==> src/rtl/deser_pkg.sv <==
// Shared types and helpers for the deserializador receive stage.
// Contents: state enum, byte width, default comma character, bad-byte test.
package deser_pkg;

  localparam int unsigned BYTE_W = 8;
  localparam logic [BYTE_W-1:0] COMMA_DEFAULT = 8'hBC;

  typedef enum logic [1:0] {SEARCH, CHECK, LOCKED} deser_state_e;

  // A control character other than the comma is a framing error; data bytes are always good.
  function automatic logic is_bad(input logic [BYTE_W-1:0] data, input logic dk,
                                  input logic [BYTE_W-1:0] comma);
    return dk && (data != comma);
  endfunction

endpackage

==> src/rtl/deser_align.sv <==
// Bit alignment front end: serial shift register, bit counter and boundary detect.
// Ports:
//   clk, reset  - bit clock, asynchronous active-high reset
//   in          - serial data, MSB first
//   count_en    - high while aligned (CHECK/LOCKED); low holds the bit counter at 0
//   cand        - candidate byte: the last 7 shifted bits plus the bit on in
//   boundary    - cand is a complete aligned byte this cycle
module deser_align
  import deser_pkg::*;
(
  input  logic              clk,
  input  logic              reset,
  input  logic              in,
  input  logic              count_en,
  output logic [BYTE_W-1:0] cand,
  output logic              boundary
);

  localparam int unsigned CntW = $clog2(BYTE_W);

  // Only the low 7 bits of the shift history ever reach cand, so the 8th is not stored.
  logic [BYTE_W-2:0] shreg_q;
  logic [CntW-1:0]   bit_cnt_q;

  assign cand     = {shreg_q, in};
  assign boundary = count_en && (bit_cnt_q == CntW'(BYTE_W - 1));

  always_ff @(posedge clk or posedge reset) begin
    if (reset) begin
      shreg_q   <= '0;
      bit_cnt_q <= '0;
    end else begin
      shreg_q   <= cand[BYTE_W-2:0];
      // Held at 0 while searching so the cycle after a comma hit is bit 0 of the next byte.
      bit_cnt_q <= count_en ? bit_cnt_q + CntW'(1) : '0;
    end
  end

endmodule

==> src/rtl/deserializador.sv <==
// Serial-to-parallel receive stage with comma-based byte alignment and lock tracking.
// Ports:
//   clk, reset  - bit clock, asynchronous active-high reset
//   in, dk_in   - serial data (MSB first) and DK flag of the byte in flight
//   data_out    - last aligned byte, dk_out its DK flag
//   valid       - one-cycle strobe when data_out/dk_out update (LOCKED only)
//   sync        - high while LOCKED
//   err         - one-cycle strobe per bad byte while LOCKED
//   err_total   - saturating error count, present only with DESER_ERR_CNT_EN defined
module deserializador
  import deser_pkg::*;
#(
  parameter logic [BYTE_W-1:0] COMMA      = COMMA_DEFAULT,
  parameter int unsigned       SYNC_COUNT = 4,
  parameter int unsigned       LOSS_COUNT = 4
) (
  input  logic              clk,
  input  logic              reset,
  input  logic              in,
  input  logic              dk_in,
  output logic [BYTE_W-1:0] data_out,
  output logic              dk_out,
  output logic              valid,
  output logic              sync,
  output logic              err
`ifdef DESER_ERR_CNT_EN
  ,
  output logic [15:0]       err_total
`endif
);

  localparam logic [3:0] SyncCnt = 4'(SYNC_COUNT);
  localparam logic [3:0] LossCnt = 4'(LOSS_COUNT);

  deser_state_e      state_q;
  logic [3:0]        sync_cnt_q;
  logic [3:0]        err_cnt_q;
  logic [BYTE_W-1:0] data_q;
  logic              dk_q;
  logic              valid_q;
  logic              sync_q;
  logic              err_q;

  logic [BYTE_W-1:0] cand;
  logic              boundary;
  logic              comma_hit;
  logic              err_fire;
  logic              loss;

  deser_align u_align (
    .clk      (clk),
    .reset    (reset),
    .in       (in),
    .count_en (state_q != SEARCH),
    .cand     (cand),
    .boundary (boundary)
  );

  assign comma_hit = (cand == COMMA) && dk_in;
  assign err_fire  = (state_q == LOCKED) && boundary && is_bad(cand, dk_in, COMMA);
  assign loss      = err_fire && ((err_cnt_q + 4'd1) == LossCnt);

  always_ff @(posedge clk or posedge reset) begin
    if (reset) begin
      state_q    <= SEARCH;
      sync_cnt_q <= '0;
      err_cnt_q  <= '0;
      data_q     <= '0;
      dk_q       <= 1'b0;
      valid_q    <= 1'b0;
      sync_q     <= 1'b0;
      err_q      <= 1'b0;
    end else begin
      valid_q <= 1'b0;
      err_q   <= 1'b0;
      unique case (state_q)
        SEARCH: begin
          if (comma_hit) begin
            sync_cnt_q <= 4'd1;
            if (SyncCnt == 4'd1) begin
              state_q   <= LOCKED;
              sync_q    <= 1'b1;
              err_cnt_q <= '0;
            end else begin
              state_q <= CHECK;
            end
          end
        end
        CHECK: begin
          if (boundary) begin
            if (comma_hit) begin
              sync_cnt_q <= sync_cnt_q + 4'd1;
              if ((sync_cnt_q + 4'd1) == SyncCnt) begin
                state_q   <= LOCKED;
                sync_q    <= 1'b1;
                err_cnt_q <= '0;
              end
            end else begin
              state_q    <= SEARCH;
              sync_cnt_q <= '0;
            end
          end
        end
        LOCKED: begin
          if (boundary) begin
            data_q  <= cand;
            dk_q    <= dk_in;
            valid_q <= 1'b1;
            if (err_fire) begin
              err_q     <= 1'b1;
              err_cnt_q <= err_cnt_q + 4'd1;
              // The failing byte is still delivered; only the lock is dropped.
              if (loss) begin
                state_q    <= SEARCH;
                sync_q     <= 1'b0;
                sync_cnt_q <= '0;
              end
            end else begin
              err_cnt_q <= '0;
            end
          end
        end
        default: begin
          state_q <= SEARCH;
          sync_q  <= 1'b0;
        end
      endcase
    end
  end

  assign data_out = data_q;
  assign dk_out   = dk_q;
  assign valid    = valid_q;
  assign sync     = sync_q;
  assign err      = err_q;

`ifdef DESER_ERR_CNT_EN
  logic [15:0] err_total_q;
  logic [16:0] err_sum;

  // A loss cycle counts twice: once for the err pulse, once for the lock drop.
  assign err_sum = {1'b0, err_total_q} + {15'd0, err_fire} + {15'd0, loss};

  always_ff @(posedge clk or posedge reset) begin
    if (reset) begin
      err_total_q <= '0;
    end else begin
      err_total_q <= err_sum[16] ? 16'hFFFF : err_sum[15:0];
    end
  end

  assign err_total = err_total_q;
`endif

endmodule

==> config.mk <==
export PLATFORM = sky130hd
export DESIGN_NAME = deserializador
export DESIGN_NICKNAME = d
export VERILOG_FILES = /design/src/rtl/deser_pkg.sv /design/src/rtl/deser_align.sv /design/src/rtl/deserializador.sv
export SDC_FILE = /design/constraint.sdc
export NUM_CORES = 1
export LEC_CHECK = 0
export ABC_AREA = 1
export CORE_MARGIN = 1
export CORE_UTILIZATION = 35
export CTS_CLUSTER_DIAMETER = 120
export DETAILED_ROUTE_END_ITERATION = 6
export GPL_TIMING_DRIVEN = 0
export PLACE_DENSITY_LB_ADDON = 0.08
export SLEW_MARGIN = 0
export SYNTH_ARGS = -nofsm -noshare
export SYNTH_HDL_FRONTEND = slang
export SYNTH_HIERARCHICAL = 1
export SYNTH_SLANG_ARGS = --single-unit
==> constraint.sdc <==
create_clock -name clk -period 3.6 [get_ports clk]
set_input_delay 0.36 -clock clk [delete_from_list [all_inputs] [get_ports clk]]
set_output_delay 0.36 -clock clk [all_outputs]
set_load 0.05 [all_outputs]
After elaboration in Yosys (flattened, before gate mapping). Cells that the tools add are included.

Output and inout port bits: 12. Bits of input ports: 4. Word-level logic and storage cells: 78. Register bits after elaboration: 32.

Add/sub/neg operators: 3. Equal/unequal tests: 15. Bitwise gates (word level): 1. Reduce and logical (&&, ||, !) cells: 15. Multiplexer cells: 34.

Operators by type and width (count): 2-to-1 mux 4 bit (11); 2-to-1 mux 2 bit (7); inequality test 2 bit, second input constant (7); one-hot mux 4 bit (3 select lines) (1); AND reduction 6 bit (2); 2-to-1 mux 1 bit (11); adder 4 x 1 -> 4 bit, second input constant (2); equality test 4 x 3 -> 1 bit, second input constant (2); equality test 8 bit, second input constant (1); inequality test 8 bit, second input constant (1); one-hot mux 4 bit (2 select lines) (1); AND reduction 7 bit (1); logical AND 1 bit (6); one-hot mux 2 bit (3 select lines) (1); AND reduction 5 bit (1); nonzero test 2 bit (2); adder 3 x 1 -> 3 bit, second input constant (1); equality test 3 bit, second input constant (1); 2-to-1 mux 3 bit (1); inequality test 3 bit, second input constant (1); one-hot mux 1 bit (3 select lines) (1); nonzero test 3 bit (1); equality test 2 x 1 -> 1 bit, second input constant (1); equality test 2 bit, second input constant (1); other kinds (3) (3).

Depth between registers and ports, before layout. Gate-level depths: netlist of run 1.

Depth in word-level cells: 9. Mapped depth: 16. Mapped depth without buffers: 16.

Hierarchy. Netlist of run 1, hierarchy kept.

Modules (own cells, without submodules): deserializador (cells each 160, area each 1224.9 µm², instances 1, seq. area each 550.5 µm²); deser_align (cells each 22, area each 319.1 µm², instances 1, seq. area each 250.2 µm²).

Least setup slack after synthesis of run 1. Ideal clock, no wire load.

Path kind: register to register. From: reg state_q[0]. To: reg sync_cnt_q[0]. Data arrival time: 1.676 ns. Data required time: 3.483 ns. Setup time: 0.117 ns. Stages on the path, launching flop included: 17. Clock period less this slack: 1.793 ns. Path slack: 1.807 ns. Buffers on the path: 0. Path through: dfrtp_1 > inv_1 > ha_1 > inv_1 > nand2_1 > inv_1 > nand2_2 > clkinv_2 > nand2_2 > inv_2 > nand2_2 > nand2_2 > nand2_4 > nor2_8 > nand2_4 > nand2_1 > nand2_1.

Word-level cells in the longest chain between the ends: 7. Elaborated cells on any way between the ends: 16. Those cells by class: eq/ne (7); mux (1); reduce/logical (8).

RTL lines: start: declaration (line deserializador.sv:35) `deser_state_e state_q;`; start signal: assignment (line deserializador.sv:65) `state_q <= SEARCH;`; start signal: assignment (line deserializador.sv:81) `state_q <= LOCKED;`; start signal: assignment (line deserializador.sv:85) `state_q <= CHECK;`; nonzero test 2 bit * (line deserializador.sv:54) `.count_en (state_q != SEARCH),`; logical AND 1 bit * (line deser_align.sv:26) `assign boundary = count_en && (bit_cnt_q == CntW'(BYTE_W - 1));`; via boundary (line deserializador.sv:45) `logic boundary;`; logical AND 1 bit (2 in a row) (line deserializador.sv:60) `assign err_fire = (state_q == LOCKED) && boundary && is_bad(cand, dk_in, COMMA);`; logical AND 1 bit (line deserializador.sv:61) `assign loss = err_fire && ((err_cnt_q + 4'd1) == LossCnt);`; inequality test 2 bit (no source line); AND reduction 6 bit (no source line) *; end signal: assignment (line deserializador.sv:92) `sync_cnt_q <= sync_cnt_q + 4'd1;`; end: declaration (line deserializador.sv:36) `logic [3:0] sync_cnt_q;`.

Mark *: on every way through the listed nets, which the timed path passes. The rest lies on a longest branch. A chain may end at the register's enable or synchronous reset.

Worst setup path in the final report of run 1.
From: reg state_q[0]. To: reg sync_cnt_q[2].

Same word-level chain as after synthesis.

==> results of run 1 <==
## sequential cells by signal, summed over array words and instances, names as in the netlist
| name | count |
|---|---|
| state_q | 2 |
| u_align/bit_cnt_q | 3 |
| data_out | 8 |
| sync | 1 |
| u_align/shreg_q | 7 |
| valid | 1 |
| err_cnt_q | 4 |
| dk_out | 1 |
| err | 1 |
| sync_cnt_q | 4 |
## path summary, 6_finish.rpt
check	cells past startpoint	from	to
max	14	state_q[0]	sync_cnt_q[2]
min	2	reset	u_align/shreg_q[0]
min in group clk	0	u_align/shreg_q[5]	u_align/shreg_q[6]
max reg2reg	14	state_q[0]	sync_cnt_q[2]
min reg2reg	0	u_align/shreg_q[5]	u_align/shreg_q[6]
max in group asynchronous	2	reset	sync_cnt_q[3]
## placed cells by master (no fill, tap or decap), drive strengths merged, types with 2 or more instances in the layout
master,count
nand4,4
clkdlybuf4s50,15
nand2,74
nand3,12
nor2,11
o21ai,9
or2,2
dfrtp,32
ha,9
clkbuf,8
inv,24
## logic make-up after synthesis
family,share of synthesized area (%)
DFF,51.9
buffers and inverters,6.89
and+or+nand+nor,30.5
AOI/OAI and AO/OA,3.48
adders and majority gates,7.29
## routing by layer
metal	vias up	routed length [um]
li1	601	-
met1	534	1390
met2	19	1280
met3	8	101
met4	0	57
met5	-	0
## layout make-up
type / instances / area, sq um
Fill cell: 413 / 2230
Sequential cell: 32 / 801
Multi-Input combinational cell: 123 / 637
Timing Repair Buffer: 15 / 150
Clock buffer: 7 / 96.3
Inverter: 25 / 95.1
Tap cell: 50 / 62.6
Clock inverter: 1 / 30.0
Buffer: 2 / 11.3
## stage by stage
step                cells  util (%)  setup slack (ns)  cell area (sq um)  hold WS, ns
floorplan             182         -              1.81               1540        0.200
global placement      247      42.7              1.55               1760        0.364
detailed placement    247      42.7              1.52               1760        0.366
CTS                   255      45.8              1.51               1880        0.382
global route          255      45.8              1.26               1880        0.383
finish                255      45.8              1.55               1880        0.379
## critical path, delay by kind of cell, from the launching register on
kind | cells | cell delay (ns)
fa+ha+maj | 1 | 0.23
compound gates | 1 | 0.30
simple gates | 7 | 0.53
buf+inv | 5 | 0.50
flops | 1 | 0.40
## power groups by stage
stage,sequential [mW],clock [mW],combinational (mW)
floorplan,0.433,0,0.154
global placement,0.422,0,0.212
detailed placement,0.423,0,0.218
CTS,0.417,0.385,0.218
global route,0.420,0.403,0.250
finish,0.417,0.373,0.212
==> impl_metrics.yaml, run 1 <==
clock_network:
  cts-root-buf: "clkbuf_8"
  cts_sinks: 32
  cts.path.max_buffers: 2
  worstSkewPairLatency_ns: 0.28
  cts_tree: "done"
  postCtsSetupRepairBufs: 0
  cts.repair.resized: 0
  h-tree-depth: 2
  numCtsBuffers: 5
  postCtsHoldBufs: 0
  clk_pin_slew_ns: 0.07
global_route:
  globalRouteTotalUtil_pct: 15.2
  met3_usage_pct: 4.50
  busiest_layer: "met2"
  grt_max_degree: 23
  gr-usage-met1_pct: 19.2
  met2_usage_pct: 23.9
  antenna_found_initial: 0
  grt-ovfl-total: 0
  first_global_vias: 1127
  grt_first_pass_wirelength_mm: 5.15
worst_setup_path:
  end_kind: "flip-flop"
  crit_arrival_ns: 2.22
  cp_slowest_cell: "dfrtp_1"
  path_cells: "inv_1 -> ha_1 -> inv_1 -> nand2_1 -> inv_1 -> nand2_2 -> clkinv_2 -> nand2_2 -> inv_2 -> nand2_2 -> a21oi_2 -> nand2_4 -> nand2_1 -> nand2_1"
  critical_path_class: "reg2reg"
  regToRegSetupSlack_ns: 1.55
  required_ns: 3.77
  worst_path_largest_cell_delay_ns: 0.40
  path_max_fanout: 7
  crit_path_start_kind: "flip-flop"
die:
  io_pins: 16
  rows: 23
  dieWidth_um: 68.4
  fp.dieH_um: 68.4
  core_area_sq_um: 4120
  start_util_pct: 37.5
  dieArea_sq_um: 4680
yosys:
  synthArstFlopShare_pct: 100
  yosysMostFrequentCell: "nand2_1"
  synth_edf_count: 0
  synthCells: 182
  yosys-top-cells-area: "dfrtp_1 52%, nand2_1 16%, ha_1 7.3%"
  ys_ff_latch: 32
  yosys.cell_types.count: 20
  yosysWarnings: 6
  netlist_area_sq_um: 1540
  synth_seq_area_share_pct: 51.9
  yosys.area.top_type: "dfrtp_1"
  synth_common_cells: "67 x nand2_1, 32 x dfrtp_1, 22 x inv_1, 12 x nand3_1"
  synthFlopType: "dfrtp_1"
  postSynthAreaPerCell_sq_um: 8.48
  synth_top_area_share_pct: 51.9
  syn_nets: 195
pwr:
  ir_drop_v: 0.000265
  seqPwrFrac_pct: 41.6
  p_per_area_nw_per_um2: 532
  p_int_uw: 711
  clkPwrFrac_pct: 37.2
  leakage_nw: 0.975
  switching_power_uw: 291
  switching_share_pct: 29.1
  power_frac_comb_pct: 21.2
  p_total_mw: 1.00
sta:
  setup_tns_ns: 0
  min_period_over_period_pct: 57.0
  timing.final.crit_period_ns: 2.05
  rsz0062_at_grt: "no"
  slew_headroom_pct: 43.5
  slew_violations: 0
  final.setup_skew_ns: 0.00391
  finalSetupViolCount: 0
  tightest_slew_ns: 0.847
  timing.fmax_mhz: 487
  hold_violations: 0
routing:
  ant_nets: 0
  wl_mm: 2.83
  drt_iter0_markers: 52
  drc: 0
  routedWlPerCell_um: 11.1
  dr_total_vias: 1162
  dr.pass1.iters: 4
  avgViaCountPerCell: 4.56
final_layout:
  drive_above_1_share_pct: 11.7
  nNetsFinal: 217
  area_delta_synth_final_pct: 22.0
  antennaDiodeCount: 0
min_path:
  hold_class: "in2async"
placed_design:
  dp_hpwl_mm: 2.14
  globalplace.congestion: 0.763
  portBuffers: 15
job:
  cap_viol_max_count: 0
run_status:
  outcome: "completed"
No activity file was read; power rests on OpenSTA's default activity.
==> run 2: changes to the inputs <==
Clock period 3.6 ns to 2.06 ns, I/O delays scaled along.
==> impl_metrics.yaml, run 2 (synthesis results as in run 1) <==
clock_network:
  clk_pin_slew_ns: 0.07
  numCtsBuffers: 5
  cts_tree: "done"
  cts_sinks: 32
  worstSkewPairLatency_ns: 0.28
  cts.path.max_buffers: 2
  h-tree-depth: 2
  postCtsHoldBufs: 0
  cts-root-buf: "clkbuf_8"
global_route:
  grt-ovfl-total: 0
  antenna_found_initial: 0
  grt_first_pass_wirelength_mm: 5.15
  grt_max_degree: 23
  first_global_vias: 1127
  globalRouteTotalUtil_pct: 15.2
die:
  io_pins: 16
  dieWidth_um: 68.4
  dieArea_sq_um: 4680
  rows: 23
  fp.dieH_um: 68.4
  start_util_pct: 37.5
  core_area_sq_um: 4120
final_layout:
  final_common_cell: "nand2_1"
  drive_above_1_share_pct: 16.5
  nNetsFinal: 224
  fin_area_sq_um: 1940
  area_delta_synth_final_pct: 25.6
  antennaDiodeCount: 0
  final_cell_mix: "67 x nand2_1, 32 x dfrtp_1, 19 x inv_1"
  seqCellArea_sq_um: 801
  largest_reg_flops: 8
  fillerInstances: 415
  final_util_pct: 47.1
  multi_input_area_sq_um: 639
placed_design:
  dp_hpwl_mm: 2.14
  place_area_sq_um: 1760
  globalplace.congestion: 0.763
  portBuffers: 15
routing:
  routedWlPerCell_um: 10.9
  drt_iter0_markers: 48
  met1_length_mm: 1.40
  wl_mm: 2.84
  dr.pass1.iters: 4
  avgViaCountPerCell: 4.51
  ant_nets: 0
  drc: 0
  dr_wl_met3_um: 98
  met2_length_mm: 1.29
  top_layer: "met4"
  dr_total_vias: 1181
sta:
  timing.final.crit_period_ns: 1.84
  slew_violations: 0
  rsz0062_at_grt: "no"
  tightest_slew_ns: 0.846
  timing.fmax_mhz: 543
  finalSetupViolCount: 0
  final.setup_skew_ns: 0.00231
  min_period_over_period_pct: 89.5
  hold_violations: 0
  setup_tns_ns: 0
  slew_headroom_pct: 43.5
  fin_hold_ws_ns: 0.224
pwr:
  switching_power_uw: 522
  p_int_mw: 1.28
  clkPwrFrac_pct: 36.3
  p_per_area_nw_per_um2: 927
  switching_share_pct: 29.0
  seqPwrFrac_pct: 40.6
  ir_drop_v: 0.000521
  leakage_nw: 1.01
  power_frac_comb_pct: 23.1
worst_setup_path:
  required_ns: 2.23
  worst_path_largest_cell_delay_ns: 0.42
  path_cells: "buf_4 -> ha_1 -> or2_2 -> nand2_1 -> nand2_1 -> nor2_8 -> nand2_4 -> nand2_1 -> nand2_1"
  end_kind: "flip-flop"
  path_max_fanout: 8
  path_buf_inv: 1
  critPathMostFrequentCell: "nand2_1"
  critical-path-top-delay-family: "simple AND/OR/NAND/NOR gates"
  critical_path_class: "reg2reg"
  crit_path_start_kind: "flip-flop"
  crit_arrival_ns: 2.01
  cp_slowest_cell: "dfrtp_1"
  regToRegSetupSlack_ns: 0.22
run_status:
  outcome: "completed"
min_path:
  hold_class: "in2async"
job:
  cap_viol_max_count: 0
## run 2: metrics by stage
stage	setup WS, ns	total power [mW]	instances
floorplan	0.267	1.03	182
global placement	0.00815	1.11	247
detailed placement	-0.0213	1.12	247
CTS	0.0184	1.79	255
global route	0.00799	1.92	262
finish	0.217	1.80	262
## run 2: what timing repair did
action,4_1_cts,5_1_grt
hold endpoints to repair,0,0
pin swaps,0,2
setup endpoints to repair,6,10
resized for setup,1,4
buffers inserted,0,7
## run 2: final cells by class
type                    instances  area share (%)
clock buffers                   7            4.97
clock inverters                 1            1.55
multi-input cells             123            33.0
well taps                      50            3.23
repair buffers                 22            10.5
plain buffers                   2           0.581
flip-flops and latches         32            41.3
inverters                      25            4.97
## run 2: layer usage
metal	track usage [%]	up-vias
met4	6.25	0
met3	4.50	8
met1	19.2	538
li1	-	617
met5	0	-
met2	23.9	18
## run 2: final timing paths
check	endpoint	from	cells after the start
max	sync_cnt_q[2]	state_q[0]	9
min	u_align/shreg_q[0]	reset	2
max reg2reg	sync_cnt_q[2]	state_q[0]	9
min reg2reg	u_align/shreg_q[6]	u_align/shreg_q[5]	0
max in group asynchronous	state_q[0]	reset	2
min in group clk	u_align/shreg_q[6]	u_align/shreg_q[5]	0
## run 2: worst reg2reg max path, stage by stage, from the launching register on
cell and delay (ns):
dfrtp_1 0.42, buf_4 0.15, ha_1 0.25, or2_2 0.34, nand2_1 0.09, nand2_1 0.13, nor2_8 0.17, nand2_4 0.08
nand2_1 0.06, nand2_1 0.05
## run 2: power groups by stage
| stage | Sequential (mW) | Clock, mW | Combinational [mW] |
|---|---|---|---|
| 4_1_cts | 0.729 | 0.673 | 0.384 |
| 5_1_grt | 0.736 | 0.706 | 0.480 |
| 2_1_floorplan | 0.756 | 0 | 0.269 |
| 6_report | 0.730 | 0.652 | 0.415 |
| 3_3_place_gp | 0.737 | 0 | 0.371 |
| 3_5_place_dp | 0.739 | 0 | 0.381 |
